[config.mk]
export PLATFORM = sky130hd
export DESIGN_NAME = uart_rx
export DESIGN_NICKNAME = d
export VERILOG_FILES = /design/src/rtl/uart_rx.sv
export SDC_FILE = /design/constraint.sdc
export NUM_CORES = 1
export LEC_CHECK = 0
export CORE_MARGIN = 2
export CORE_UTILIZATION = 40
export CTS_BUF_LIST = sky130_fd_sc_hd__clkbuf_4
export DETAILED_ROUTE_END_ITERATION = 8
export GPL_ROUTABILITY_DRIVEN = 0
export GPL_TIMING_DRIVEN = 1
export PLACE_DENSITY = 0.55
export RECOVER_POWER = 50
export SLEW_MARGIN = 30
export SYNTH_ARGS = -nofsm -noshare
export SYNTH_HDL_FRONTEND = slang
export SYNTH_SLANG_ARGS = --single-unit
[constraint.sdc]
create_clock -name clk -period 6.7 [get_ports clk]
set_input_delay 1.675 -clock clk [delete_from_list [all_inputs] [get_ports clk]]
set_output_delay 1.675 -clock clk [all_outputs]
set_load 0.01 [all_outputs]
[src/rtl/uart_rx.sv]
// 8N1 serial receiver with a show-ahead byte FIFO and sticky error flags.
// The line is synchronised, then sampled mid-bit by a single baud counter.
module uart_rx #(
    parameter int unsigned CLKS_PER_BIT = 868,
    parameter int unsigned FIFO_DEPTH   = 4
) (
    input  logic       clk,
    input  logic       rst,
    input  logic       rx,
    input  logic       read_en,
    input  logic       clear_errors,
    output logic [7:0] data,
    output logic       rx_ready,
    output logic       fifo_full,
    output logic       overrun,
    output logic       frame_error
);

    localparam int unsigned CW = $clog2(CLKS_PER_BIT);
    localparam int unsigned PW = $clog2(FIFO_DEPTH);
    localparam logic [CW-1:0] FULL_M1 = CW'(CLKS_PER_BIT - 1);
    localparam logic [CW-1:0] HALF_M1 = CW'(CLKS_PER_BIT / 2 - 1);
    localparam logic [PW:0]   DEPTH   = (PW + 1)'(FIFO_DEPTH);

    typedef enum logic [1:0] {IDLE, START, DATA, STOP} state_t;

    state_t        state_q, state_d;
    logic [1:0]    sync_q, sync_d;
    logic [CW-1:0] cnt_q, cnt_d;
    logic [2:0]    bit_idx_q, bit_idx_d;
    logic [7:0]    shift_q, shift_d;
    logic [7:0]    mem_q [FIFO_DEPTH];
    logic [7:0]    mem_d [FIFO_DEPTH];
    logic [PW-1:0] wr_ptr_q, wr_ptr_d, rd_ptr_q, rd_ptr_d;
    logic [PW:0]   count_q, count_d;
    logic          overrun_q, overrun_d, frame_error_q, frame_error_d;

    logic rx_s, push, stop_bad, pop, full, wr;

    assign rx_s = sync_q[1];
    assign full = (count_q == DEPTH);

    always_comb begin
        sync_d    = {sync_q[0], rx};
        state_d   = state_q;
        cnt_d     = cnt_q;
        bit_idx_d = bit_idx_q;
        shift_d   = shift_q;
        push      = 1'b0;
        stop_bad  = 1'b0;
        case (state_q)
            IDLE: begin
                if (!rx_s) begin
                    cnt_d   = HALF_M1;
                    state_d = START;
                end
            end
            START: begin
                if (cnt_q == '0) begin
                    if (!rx_s) begin
                        state_d   = DATA;
                        cnt_d     = FULL_M1;
                        bit_idx_d = '0;
                    end else begin
                        state_d = IDLE;
                    end
                end else begin
                    cnt_d = cnt_q - CW'(1);
                end
            end
            DATA: begin
                if (cnt_q == '0) begin
                    shift_d = {rx_s, shift_q[7:1]};
                    cnt_d   = FULL_M1;
                    if (bit_idx_q == 3'd7) begin
                        state_d = STOP;
                    end else begin
                        bit_idx_d = bit_idx_q + 3'd1;
                    end
                end else begin
                    cnt_d = cnt_q - CW'(1);
                end
            end
            STOP: begin
                // Sampling mid-stop and returning to IDLE at once leaves half a bit to catch the next start.
                if (cnt_q == '0) begin
                    push     = rx_s;
                    stop_bad = !rx_s;
                    state_d  = IDLE;
                end else begin
                    cnt_d = cnt_q - CW'(1);
                end
            end
            default: state_d = IDLE;
        endcase
    end

    always_comb begin
        pop      = read_en && (count_q != '0);
        wr       = push && (!full || pop);
        mem_d    = mem_q;
        wr_ptr_d = wr_ptr_q;
        rd_ptr_d = rd_ptr_q;
        if (wr) begin
            mem_d[wr_ptr_q] = shift_q;
            wr_ptr_d        = wr_ptr_q + PW'(1);
        end
        if (pop) begin
            rd_ptr_d = rd_ptr_q + PW'(1);
        end
        count_d = count_q + (PW + 1)'(wr) - (PW + 1)'(pop);

        overrun_d     = clear_errors ? 1'b0 : overrun_q;
        frame_error_d = clear_errors ? 1'b0 : frame_error_q;
        if (push && full && !pop) overrun_d = 1'b1;
        if (stop_bad) frame_error_d = 1'b1;
    end

    always_ff @(posedge clk) begin
        if (!rst) begin
            state_q       <= IDLE;
            sync_q        <= 2'b11;
            cnt_q         <= '0;
            bit_idx_q     <= '0;
            shift_q       <= '0;
            mem_q         <= '{default: '0};
            wr_ptr_q      <= '0;
            rd_ptr_q      <= '0;
            count_q       <= '0;
            overrun_q     <= 1'b0;
            frame_error_q <= 1'b0;
        end else begin
            state_q       <= state_d;
            sync_q        <= sync_d;
            cnt_q         <= cnt_d;
            bit_idx_q     <= bit_idx_d;
            shift_q       <= shift_d;
            mem_q         <= mem_d;
            wr_ptr_q      <= wr_ptr_d;
            rd_ptr_q      <= rd_ptr_d;
            count_q       <= count_d;
            overrun_q     <= overrun_d;
            frame_error_q <= frame_error_d;
        end
    end

    always_comb begin
        data        = (count_q != '0) ? mem_q[rd_ptr_q] : 8'h00;
        rx_ready    = (count_q != '0);
        fifo_full   = full;
        overrun     = overrun_q;
        frame_error = frame_error_q;
    end

endmodule
; ---- Word-level counts from Yosys, hierarchy flattened
; Index checks and enable logic that the tools add are counted.
[word_totals]
ff_bits = 66
input_bits = 5
output_inout_bits = 12
elab_cells = 90
[classes]
n_addsub = 6
order_cmp = 3
eq_ne = 14
mux = 32
n_bitwise = 2
reduce_logical = 19
[ops]
columns = operator, count
row1 = $mux W10, 5
row2 = $pmux W10 S4, 1
row3 = $bwmux W32, 1
row4 = $mux W8, 4
row5 = $bmux W8 S2, 1
row6 = $demux W8 S2, 1
row7 = $ne A2 B2 Y1 const B, 8
row8 = $mux W2, 6
row9 = $mux W3, 4
row10 = $logic_not A10 Y1, 1
row11 = $reduce_and A5 Y1, 2
row12 = $sub A10 B1 Y10 const B, 1
row13 = $pmux W2 S4, 1
row14 = $mux W1, 7
row15 = $eq A3 B3 Y1 const B, 2
row16 = $ge A3 B3 Y1 const B, 2
row17 = $not A2 Y3, 2
row18 = $pmux W3 S2, 1
row19 = $reduce_bool A2 Y1, 3
row20 = $logic_and A1 B1 Y1, 5
row21 = $add A2 B1 Y2 const B, 2
row22 = $eq A2 B2 Y1 const B, 2
row23 = $add A3 B1 Y3, 1
row24 = $add A3 B1 Y3 const B, 1
row25 = 10 further kinds, 12

; ---- Longest topological paths before layout
; Gate-level depths: netlist of run 1.
[depth]
depth_word = 6
mapped_depth = 12
depth_no_buf = 11

; ---- Worst setup path before layout of run 1
; No wires, ideal clock.
[synth_path]
kind = in2reg
from = input port read_en
to = register count_q[2]
setup_time_ps = 128
t_arrival_ps = 3500
required_time_ps = 6572
path_slack_ps = 3073
path_stages = 9
n_path_buf = 0
cell_sequence = nor4b_1 nor2_1 nand2_1 ha_1 inv_1 ha_1 fa_1 xnor2_1 nor2_1
[synth_between]
elab_chain_len = 5
[synth_rtl]
columns = element, line
row1 = start: declaration, 10  ; input logic read_en,
row2 = $logic_and A1 B1 Y1 (*), 99  ; pop = read_en && (count_q != '0);
row3 = $logic_or A1 B1 Y1, 100  ; wr = push && (!full || pop);
row4 = $logic_and A1 B1 Y1, 100
row5 = $add A3 B1 Y3, 111  ; count_d = count_q + (PW + 1)'(wr) - (PW + 1)'(pop);
row6 = $sub A3 B1 Y3 (*), 111
row7 = end signal: assignment, 141  ; count_q <= count_d;
row8 = end: declaration, 35  ; logic [PW:0] count_q, count_d;
; Mark *: on every way between the ends. The rest lies on a longest branch, timed or not.
; A chain may end at the register's enable or synchronous reset.

; ---- Worst setup path in the final report of run 1
[layout_path]
from = register rd_ptr_q[1]
to = output port data[5]
[layout_between]
elab_chain_len = 5
[layout_rtl]
columns = element, line
row1 = start: declaration, 34  ; logic [PW-1:0] wr_ptr_q, wr_ptr_d, rd_ptr_q, rd_ptr_d;
row2 = start signal: assignment, 140  ; rd_ptr_q <= rd_ptr_d;
row3 = $not A2 Y3 (implied by the code), 148  ; data = (count_q != '0) ? mem_q[rd_ptr_q] : 8'h00;
row4 = $bmux W8 S2, 148
row5 = $mux W8 (implied by the code) (2 in a row), 148
row6 = $mux W8, 148
row7 = end: declaration, 12  ; output logic [7:0] data,
; No other way between the ends. The select of a mux whose other input is x is not followed.

==> results of run 1 <==
## report_power, final
part / internal [W] / switching (W)
combinational: 0.000131 / 0.000190
sequential: 0.000419 / 0.0000442
clock: 0.000189 / 0.000153
total: 0.000739 / 0.000387
## cells in the final DEF (no fill, tap or decap), types with 5 or more instances in the layout
cell type / netlist / layout
dfxtp_1: 66 / 66
nand2_1: 61 / 61
mux2i_1: 32 / 32
nand3_1: 17 / 20
a21oi_1: 20 / 20
ha_1: 15 / 15
inv_1: 13 / 13
nor2_1: 13 / 13
clkdlybuf4s50_1: 0 / 12
and2_1: 11 / 11
clkbuf_4: 0 / 9
mux4_2: 8 / 8
a31oi_1: 7 / 7
nand2b_1: 6 / 6
nor3_1: 5 / 5
o21ai_0: 5 / 5
## cell families (layout without fill, tap and decap cells)
family | after synthesis | in the layout | synth area share, %
adders and majority gates | 16 | 16 | 6.23
AOI/OAI and AO/OA | 58 | 58 | 12.3
and+or+nand+nor | 138 | 138 | 22.0
xor gates and xnor gates | 4 | 4 | 1.05
muxes | 40 | 40 | 15.0
DFF | 66 | 66 | 39.6
buffers and inverters | 32 | 49 | 3.75
## final cells by class
cell class                      count  area [um^2]  share of cell area, %
Sequential cell                    66         1320                   35.5
Tap cell                          105          131                   3.53
Clock inverter                      7          116                   3.13
Inverter                           13         48.8                   1.31
Timing Repair Buffer               20          185                   4.97
Clock buffer                        9         67.6                   1.82
Multi-Input combinational cell    256         1850                   49.7
## metal layers
metal / vias to the layer above / global-route usage (%)
met3: 9 / 3.56
met2: 58 / 27.9
met5: - / 0
li1: 1300 / -
met1: 1206 / 21.2
met4: 0 / 6.52
## critical path, stage by stage, from the launching register on
cell	delay, ps
dfxtp_1	720
mux4_2	580
and2_1	170
clkdlybuf4s50_1	470
## per-stage QoR
stage / util (%) / total power, W / area (um^2) / hold WS [ps] / std cells
CTS: 46.2 / 0.00114 / 3760 / 421 / 476
global route: 45.8 / 0.00120 / 3720 / 436 / 476
detailed placement: 44.0 / 0.000801 / 3580 / 392 / 460
global placement: 44.0 / 0.000797 / 3580 / 391 / 460
finish: 45.8 / 0.00113 / 3720 / 417 / 476
floorplan: - / 0.000715 / 3340 / 386 / 354
## flip-flops by register name (all words and copies together), names as in the netlist, named ones only
name         flops
mem_q           32
bit_idx_q        3
state_q          1
overrun          1
sync_q           2
shift_q          8
cnt_q           10
wr_ptr_q         2
rd_ptr_q         2
frame_error      1
count_q          3
## how the worst max path moves through the flow
| stage | start | endpoint | slack (ps) | cells after the start |
|---|---|---|---|---|
| floorplan | read_en | count_q[2] | 3070 | 9 |
| global placement | read_en | count_q[2] | 2400 | 10 |
| detailed placement | read_en | count_q[2] | 2290 | 10 |
| finish | rd_ptr_q[1] | data[5] | 2690 | 3 |
| global route | rd_ptr_q[1] | data[2] | 2510 | 3 |
| CTS | rd_ptr_q[1] | data[5] | 2610 | 3 |
==> metrics.md, run 1 <==
| Metric | Value |
|---|---|
| Result of the run | finished clean |
| Die boundary width | 95.3 um |
| Yosys warning total | 0 |
| Post-synth top cells | 66 x dfxtp_1, 61 x nand2_1, 32 x mux2i_1, 20 x a21oi_1, 17 x nand3_1 |
| Worst hold path stage count | 1 |
| Root buf cell | clkbuf_4 |
| Number of enable flip-flop cells after synthesis | 0 |
| Number of antenna violations at the first check in global routing | 0 |
| Post-synthesis to final-layout area growth | 11.6% |
| Launch point of the worst hold path | sync_q[0] |
| Depth of the most critical reg-to-reg path | 9 |
| Worst Setup End Kind | output pin |
| Wire length of the first global-routing pass | roughly 12 mm |
| CP Launch Type | flop |
| Half-perimeter wire length after detailed placement | between 4 and 5 mm |
| Routed length on met2 | about 3.2 mm |
| Clock sink count | 66 |
| Drt via density | between 5 and 6 |
| Num CTS Buffers | 9 |
| Max-Slew Margin vs Limit | 35.2% |
| Hold Path Sink | sync_q[1] |
| Core Footprint | 0.00813 mm^2 |
| Total of flip-flops plus latches after synthesis | 66 |
| RSZ-0062 raised after global routing | no |
| Port-buffer cells | 16 |
| H-tree depth reported by CTS | 3 |
| Max-slew violation count | 0 |
| Buffer count from post-CTS setup fixing | 0 |
| Number of hold violations in the final report | 0 |
| Largest area contributor in the netlist | dfxtp_1 |
| Final min period | between 4000 and 5000 ps |
| Clock skew after layout | ~17 ps |
| Net count, final | ~390 |
| Share of cells above drive strength 1 | 9.70% |
| Number of buffers on the longest clock path | 2 |
| Syn nets | 375 |
| Clock insertion delay at the later pin of the skew report | between 400 and 500 ps |
| Setup tns final | 0 ps |
| Capture instance of the worst register-to-register path | count_q[2] |
| Highest metal layer used by the detailed router | met4 |
| Critical path required time | 5030 ps |
| Number of violations of the max-capacitance limit | 0 |
| Share of flip-flops with an asynchronous set or reset after synthesis | 0% |
| Starting utilization of the core area | between 40 and 50% |
| Area share of the largest cell type after synthesis | between 30% and 40% |
| Boundary Pins | 17 |
| Slack of the worst reg-to-reg path | ~3700 ps |
| Area of the mapped netlist | 0.00334 mm^2 |
| Worst slack at placement | roughly 2300 ps |
| Number of global-route vias before repair | 2452 |
| Largest net degree at the start of global routing | 61 |
| Synth Flop Type | dfxtp_1 |
| DRC violation total after the first TritonRoute iteration | 83 |
| Number of cells upsized or downsized after cts | 0 |
| Height of the die | about 95 um |
| Count of antenna-violating nets left after detailed routing | 0 |
| Maximum fanout count along the critical path | 9 |
| Met3 WL post-DR | 259 um |
| Min setup slack post-route | 2690 ps |
| P per Cell Area | 302 mW/mm^2 |
| Most frequent cell after synthesis | dfxtp_1 |
| Standard-cell row count | 33 |
| Type of the worst setup path | reg -> out |
| Type of the tightest min-delay check | reg -> reg |
| Detailed Routing Iterations Pass 1 | 4 |
| Routed length per placed instance | between 10 and 15 um |
| Syn Inst Count | 354 |
| Leakage | approximately 1.5 nW |
| Data arrival at the endpoint of the critical path | about 2300 ps |
| Number of antenna cells inserted | 0 |
| Max VDD drop | between 0.15 and 0.2 mV |
| Mean post-synth cell area | 9.42 um^2 |
| # hold bufs at CTS | 0 |
| Overflow after GRT | 0 |
| Sequential cell area fraction in the yosys report | around two fifths |
| Largest cells by area after synthesis | dfxtp_1 40%, mux2i_1 9.6%, nand2_1 6.9%, ha_1 5.6%, mux4_2 5.4% |
| Maximum achievable frequency | around 250 MHz |
| Least-Margin Pin Slew | about 960 ps |
| Unique masters post-synth | 53 |
| Total global routing track utilization | between 15 and 20% |
| Routed length on met1 | roughly 3.3 mm |
| Drt drc | 0 |
| Startpoint of the lowest-slack register-to-register path | cnt_q[8] |
| Post-route clock period utilization | about 60% |
| Total vias in the final route | roughly 2600 |
| Final setup violation count | 0 |
| Filler cells | around 800 |
| Total routed wirelength | between 6 and 7 mm |
| Register clock-pin slew on the reported worst setup and hold paths | roughly 110 ps |
| CTS tree | yes |
| Die Area | slightly above 0.009 mm^2 |
(Power assumes the default switching activity.)
==> inputs of run 2 (changes only) <==
PLACE_DENSITY = 0.57   (was 0.55)
clock period = 3.3 ns   (was 6.7 ns; I/O delays follow)
==> run 2 against run 1 <==
Against the previous run:
- global-route usage decreased by 0.086 points
- core utilization rose by 0.17 points
- wire length increased by 0.51%
- via count decreased by 0.70%
- hold slack improved by 9.0 ps
- largest cell class unchanged
- clock skew rose by 4.0 ps
==> metrics.md, run 2 (synthesis results as in run 1) <==
| Metric | Value |
|---|---|
| Count of placed standard cells in the final layout, fillers left out | 482 (+1.3%) |
| Type of the worst setup path | reg -> out |
| Filler cells | 816 (+2.4%) |
| Least-Margin Pin Slew | 1440 ps (+478 ps) |
| Cell depth of the worst setup path | 3 (unchanged) |
| Worst Setup End Kind | output pin |
| Number of antenna violations at the first check in global routing | 0 (unchanged) |
| Area occupied by registers | 0.00132 mm^2 (about the same) |
| Maximum fanout count along the critical path | 9 (unchanged) |
| Number of global-route vias before repair | 2395 (-2.3%) |
| Register with the highest flop count | mem_q |
| Critical path required time | 2470 ps (-2560 ps) |
| Regs by FF count | mem_q x32, cnt_q x10, shift_q x8 |
| Endpoint of the most critical setup path | data[6] |
| CP Launch Type | flop |
| Clock insertion delay at the later pin of the skew report | 420 ps (about the same) |
| Setup tns final | 0 ps (unchanged) |
| Commonest cells after routing, fill and taps aside | 65 x dfxtp_1, 61 x nand2_1, 32 x mux2i_1 |
| Wire length of the first global-routing pass | 11.7 mm (-1.2%) |
| Die Area | 0.00909 mm^2 (unchanged) |
| Net count, final | 393 (+1.6%) |
| P per Cell Area | 566 mW/mm^2 (+87%) |
| Total global routing track utilization | 16.7% (-0.086 points) |
| Final Total Pwr | 0.00212 W (+88%) |
| Crit path max-delay cell type | dfxtp_2 |
| Flip-flop count of the largest register after layout | 32 (unchanged) |
| Multi-input combinational cell area | 0.00189 mm^2 (+2.0%) |
| Capture instance of the worst register-to-register path | count_q[2] |
| Largest net degree at the start of global routing | 33 (-46%) |
| Final min period | ~2900 ps |
| H-tree depth reported by CTS | 3 (unchanged) |
| Max-Slew Margin vs Limit | 4.15% (-31 points) |
| Number of antenna cells inserted | 0 (unchanged) |
| Num CTS Buffers | 9 (unchanged) |
| Share of cells above drive strength 1 | 11.9% (+2.2 points) |
| Number of violations of the max-capacitance limit | 0 (unchanged) |
| Detailed Routing Iterations Pass 1 | 4 (unchanged) |
| Starting utilization of the core area | 41.0% (unchanged) |
| Number of buffers on the longest clock path | 2 (unchanged) |
| Critical path's top delay family | flip-flops |
| Data arrival at the endpoint of the critical path | 2120 ps (-220 ps) |
| Count of placed standard cells including taps | 466 (+1.3%) |
| Total routed wirelength | 6.93 mm (+0.51%) |
| Die boundary width | 95.3 um (unchanged) |
| Max VDD drop | 0.373 mV (+130%) |
| Clock skew after layout | 20.8 ps (+4.00 ps) |
| Post-route clock period utilization | roughly 89% |
| Routed length per placed instance | 14.4 um (-0.74%) |
| Post-route cell area | 0.00374 mm^2 (+0.37%) |
| Type of the tightest min-delay check | reg -> reg |
| RSZ-0062 raised after global routing | no |
| Register clock-pin slew on the reported worst setup and hold paths | 120 ps (about the same) |
| Depth of the most critical reg-to-reg path | 9 (unchanged) |
| Leakage | 1.51 nW (-1.4%) |
| DRC violation total after the first TritonRoute iteration | 95 (+14%) |
| Core Footprint | 0.00813 mm^2 (unchanged) |
| Overflow after GRT | 0 (unchanged) |
| Post-place instance area | 0.00362 mm^2 (+1.3%) |
| Boundary Pins | 17 (unchanged) |
| Half-perimeter wire length after detailed placement | 4.75 mm (+3.3%) |
| # hold bufs at CTS | 0 (unchanged) |
| Clock sink count | 66 (unchanged) |
| Critical path origin | rd_ptr_q[1] |
| Count of antenna-violating nets left after detailed routing | 0 (unchanged) |
| Crit path buf inv count | 1 (unchanged) |
| Final setup violation count | 0 (unchanged) |
| Most common cell after layout, fill and taps aside | dfxtp_1 |
| Post-synthesis to final-layout area growth | 12.0% |
| Drt drc | 0 (unchanged) |
| Startpoint of the lowest-slack register-to-register path | cnt_q[8] |
| Cells along the critical path | mux4_2 > and2_1 > clkdlybuf4s50_1 |
| Standard-cell row count | 33 (unchanged) |
| Port-buffer cells | 16 (unchanged) |
| Result of the run | finished clean |
| Root buf cell | clkbuf_4 |
| Worst hold path stage count | 1 (unchanged) |
| Maximum achievable frequency | 339 MHz |
| Drt via density | 5.30 (-1.9%) |
| Number of hold violations in the final report | 0 (unchanged) |
| Slack of the worst reg-to-reg path | 760 ps (-2960 ps) |
| Highest cell delay on the worst timing path | 540 ps (-180 ps) |
| Max-slew violation count | 0 (unchanged) |
| Height of the die | 95.3 um (unchanged) |
| Total vias in the final route | 2555 (-0.70%) |
| CTS tree | yes |
==> run 2: cell count changes in the layout (fill, tap and decap cells not counted), moves of 2 or more <==
cell / change
clkdlybuf4s50_1: +3
nand3_1: -3
nand3_4: +3
bufinv_16: -3
clkinvlp_4: +3
dlygate4sd3_1: -3
clkbuf_1: +2
buf_4: +4
==> run 2: through the flow <==
stage / worst slack, ps / util [%] / hold slack, ps
2_1_floorplan: 425 / - / 386
3_3_place_gp: 347 / 44.5 / 391
3_5_place_dp: 320 / 44.5 / 399
4_1_cts: 84.0 / 46.0 / 432
5_1_grt: 217 / 45.9 / 457
6_report: 353 / 45.9 / 426
==> run 2: repair_timing <==
action                                  4_1_cts  5_1_grt
hold endpoints to repair                      0        0
endpoints found under the setup margin        0        6
resized for setup                             0        1
setup buffers                                 0        0
==> run 2: metal layers <==
metal	share of wire, %	GRT usage, %
met1	49	21.5
met2	47	27.3
met3	3.1	3.87
met4	1.4	6.04
met5	0	0
==> run 2: worst register-to-register path, delay by kind of cell, from the launching register on <==
family | cells | cell delay (ps)
adders and majority gates | 3 | 830
buffers and inverters | 1 | 40
and+or+nand+nor | 4 | 990
DFF | 1 | 380
xor gates and xnor gates | 1 | 160
==> run 2: worst min path at each step <==
stage | from | end | slack, ps
after CTS | sync_q[0] | sync_q[1] | 430
after floorplan | sync_q[0] | sync_q[1] | 390
final | sync_q[0] | sync_q[1] | 430
after global placement | sync_q[0] | sync_q[1] | 390
after detailed placement | sync_q[0] | sync_q[1] | 400
after global routing | sync_q[0] | sync_q[1] | 460
==> run 2: final cells by class <==
type | instances | area share [%]
Multi-Input combinational cell | 256 | 50.6
Sequential cell | 66 | 35.4
Timing Repair Buffer | 26 | 5.96
Tap cell | 105 | 3.52
Clock buffer | 9 | 1.81
Clock inverter | 7 | 1.44
Inverter | 13 | 1.31
==> run 2: where the power goes <==
group	internal, W	switching, W
clock	0.000158	0.000331
combinational	0.000286	0.000418
sequential	0.000851	0.0000725
total	0.00129	0.000821
==> inputs of run 3 (changes only) <==
CORE_ASPECT_RATIO = 1.1   (was default)
CORE_MARGIN = default   (was 2)
==> run 3 against run 2 <==
Against the previous run:
- the flow now finishes with violations (capacitance limit, slew limit)
- clock skew fell by 6.0 ps
- critical path type unchanged
- die area fell by 4.2%
- via count rose by 2.9%
- clock power rose by 27%
==> metrics.md, run 3 (synthesis results as in run 1) <==
| Metric | Value |
|---|---|
| Result of the run | finished with violations |
| Failing checks | capacitance limit, slew limit |
| Clock share of power | 27.7% (+4.6 points) |
| Max-Slew Margin vs Limit | -37.5% (-42 points) |
| Number of hold violations in the final report | 0 (unchanged) |
| Root buf cell | clkbuf_4 |
| Max VDD drop | 0.289 mV (-22%) |
| Maximum fanout count along the critical path | 9 (unchanged) |
| Standard-cell row count | 34 (+3.0%) |
| Cell depth of the worst setup path | 3 (unchanged) |
| Height of the die | 97.8 um (+2.6%) |
| Sequential cell fraction of total power | 41.5% (-2.1 points) |
| Num CTS Buffers | 9 (unchanged) |
| Depth of the most critical reg-to-reg path | 5 (-4) |
| Hold Path Sink | sync_q[1] |
| Final setup violation count | 0 (unchanged) |
| Number of global-route vias before repair | 2511 (+4.8%) |
| Port-buffer cells | 16 (unchanged) |
| CP Launch Type | flop |
| Fraction of the core area covered by cells at the end of the flow | 47.3% (+1.3 points) |
| Die Area | 0.00871 mm^2 (-4.2%) |
| Net switching power | 0.000809 W (-1.5%) |
| H-tree depth reported by CTS | 3 (unchanged) |
| Worst slack at placement | 238 ps (-82.5 ps) |
| Number of buffers on the longest clock path | 2 (unchanged) |
| Starting utilization of the core area | 41.7% (+0.70 points) |
| Capture instance of the worst register-to-register path | bit_idx_q[1] |
| Number of antenna cells inserted | 0 (unchanged) |
| Critical path's top delay family | flip-flops |
| Number of violations of the max-capacitance limit | 1 (+1) |
| Clock insertion delay at the later pin of the skew report | 420 ps (about the same) |
| Critical path required time | 2470 ps (about the same) |
| Regs by FF count | mem_q x32, cnt_q x10, shift_q x8 |
| Wire length of the first global-routing pass | 11.9 mm (+1.6%) |
| Highest cell delay on the worst timing path | 530 ps (about the same) |
| Half-perimeter wire length after detailed placement | 4.90 mm (+3.1%) |
| Total vias in the final route | 2630 (+2.9%) |
| Post-route clock period utilization | 89.2% (-0.11 points) |
| Drt via density | 5.40 (+1.9%) |
| Count of placed standard cells including taps | 471 (+1.1%) |
| Number of antenna violations at the first check in global routing | 0 (unchanged) |
| Crit path max-delay cell type | dfxtp_2 |
| Worst Setup End Kind | output pin |
| Count of antenna-violating nets left after detailed routing | 0 (unchanged) |
| Detailed Routing Iterations Pass 1 | 4 (unchanged) |
| Launch point of the worst hold path | sync_q[0] |
| Overflow after GRT | 0 (unchanged) |
| Crit path buf inv count | 1 (unchanged) |
| Leakage | 1.54 nW (+1.7%) |
| Startpoint of the lowest-slack register-to-register path | cnt_q[8] |
| Min setup slack post-route | 357 ps (+3.77 ps) |
| Least-Margin Pin Slew | 2060 ps (+625 ps) |
| Total global routing track utilization | 17.8% (+1.1 points) |
| Core Footprint | 0.00800 mm^2 (-1.7%) |
| Boundary Pins | 17 (unchanged) |
| Setup tns final | 0 ps (unchanged) |
| Drt drc | 0 (unchanged) |
| Internal Power | 0.00143 W (+10%) |
| Most common cell after layout, fill and taps aside | dfxtp_1 |
| Filler cells | 803 (-1.6%) |
| CTS tree | yes |
| Type of the tightest min-delay check | reg -> reg |
| P per Cell Area | 591 mW/mm^2 (+4.4%) |
| Proportion of power drawn by combinational gates | 30.8% (-2.5 points) |
| Final Total Pwr | 0.00224 W (+5.6%) |
| Total routed wirelength | 7.08 mm (+2.2%) |
| Final min period | 2940 ps (-3.77 ps) |
| DRC violation total after the first TritonRoute iteration | 113 (+19%) |
| Post-synthesis to final-layout area growth | 13.4% |
| Share of cells above drive strength 1 | 11.6% (-0.33 points) |
| Register with the highest flop count | mem_q |
| Slack of the worst reg-to-reg path | 440 ps (-320 ps) |
| Routed length per placed instance | 14.5 um (+1.2%) |
| Data arrival at the endpoint of the critical path | 2120 ps (about the same) |
| Clock sink count | 66 (unchanged) |
| Largest net degree at the start of global routing | 50 (+52%) |
| RSZ-0062 raised after global routing | no |
| Maximum achievable frequency | 340 MHz (+0.13%) |
| Register clock-pin slew on the reported worst setup and hold paths | 110 ps (about the same) |
| Die boundary width | 89.1 um (-6.6%) |
| Clock skew after layout | 14.9 ps (-5.96 ps) |
| Type of the worst setup path | reg -> out |
| Count of placed standard cells in the final layout, fillers left out | 487 (+1.0%) |
| Commonest cells after routing, fill and taps aside | 65 x dfxtp_1, 61 x nand2_1, 32 x mux2i_1 |
| Buffer count from post-CTS setup fixing | 0 (unchanged) |
| Sw Share | 36.2% (-2.6 points) |
| Flip-flop count of the largest register after layout | 32 (unchanged) |
| Max-slew violation count | 50 (+50) |
| Worst hold path stage count | 1 (unchanged) |
| Cells along the critical path | mux4_2 > and2_1 > clkdlybuf4s50_1 |
| Net count, final | 395 (+0.51%) |
-- run 3: area by class of cell --
type / count / area, um^2 / share of cell area (%)
clock buffer: 9 / 67.6 / 1.79
multi-input combinational: 256 / 1880 / 49.7
inverter: 13 / 48.8 / 1.29
tap: 108 / 135 / 3.57
sequential: 66 / 1320 / 35.0
timing repair buffer: 28 / 234 / 6.19
clock inverter: 7 / 92.6 / 2.45
-- run 3: worst max path at each step --
stage                start         end  slack [ps]
2_1_floorplan     cnt_q[8]  count_q[2]         430
3_3_place_gp       read_en  count_q[1]         340
3_5_place_dp       read_en  count_q[1]         240
4_1_cts        rd_ptr_q[1]     data[4]          90
5_1_grt                rst   mem_q[31]         140
6_report       rd_ptr_q[1]     data[4]         360
-- run 3: power by group through the flow --
stage	clock network, W	registers (W)	logic [W]
after CTS	0.000639	0.000925	0.000725
after global routing	0.000678	0.000939	0.000763
final	0.000620	0.000927	0.000689
after detailed placement	0	0.000941	0.000724
after floorplan	0	0.000910	0.000542
after global placement	0	0.000943	0.000715
-- run 3: metal layers --
metal  track usage [%]  vias to the layer above  wire, um
met2              29.5                       35      3450
met1              22.4                     1272      3330
met4              6.84                        0       113
li1                  -                     1312         -
met5                 0                        -         0
met3              4.06                       11       183
-- run 3: timing repair --
action	CTS	global route
setup endpoints to repair	0	2
resized for setup	0	1
hold buffers	0	0
endpoints found under the hold margin	0	0
-- run 3: metrics by stage --
step	cell area [um^2]	hold WS (ps)
finish	3780	419
global route	3780	452
CTS	3800	423
detailed placement	3640	394
global placement	3640	389
floorplan	3340	386
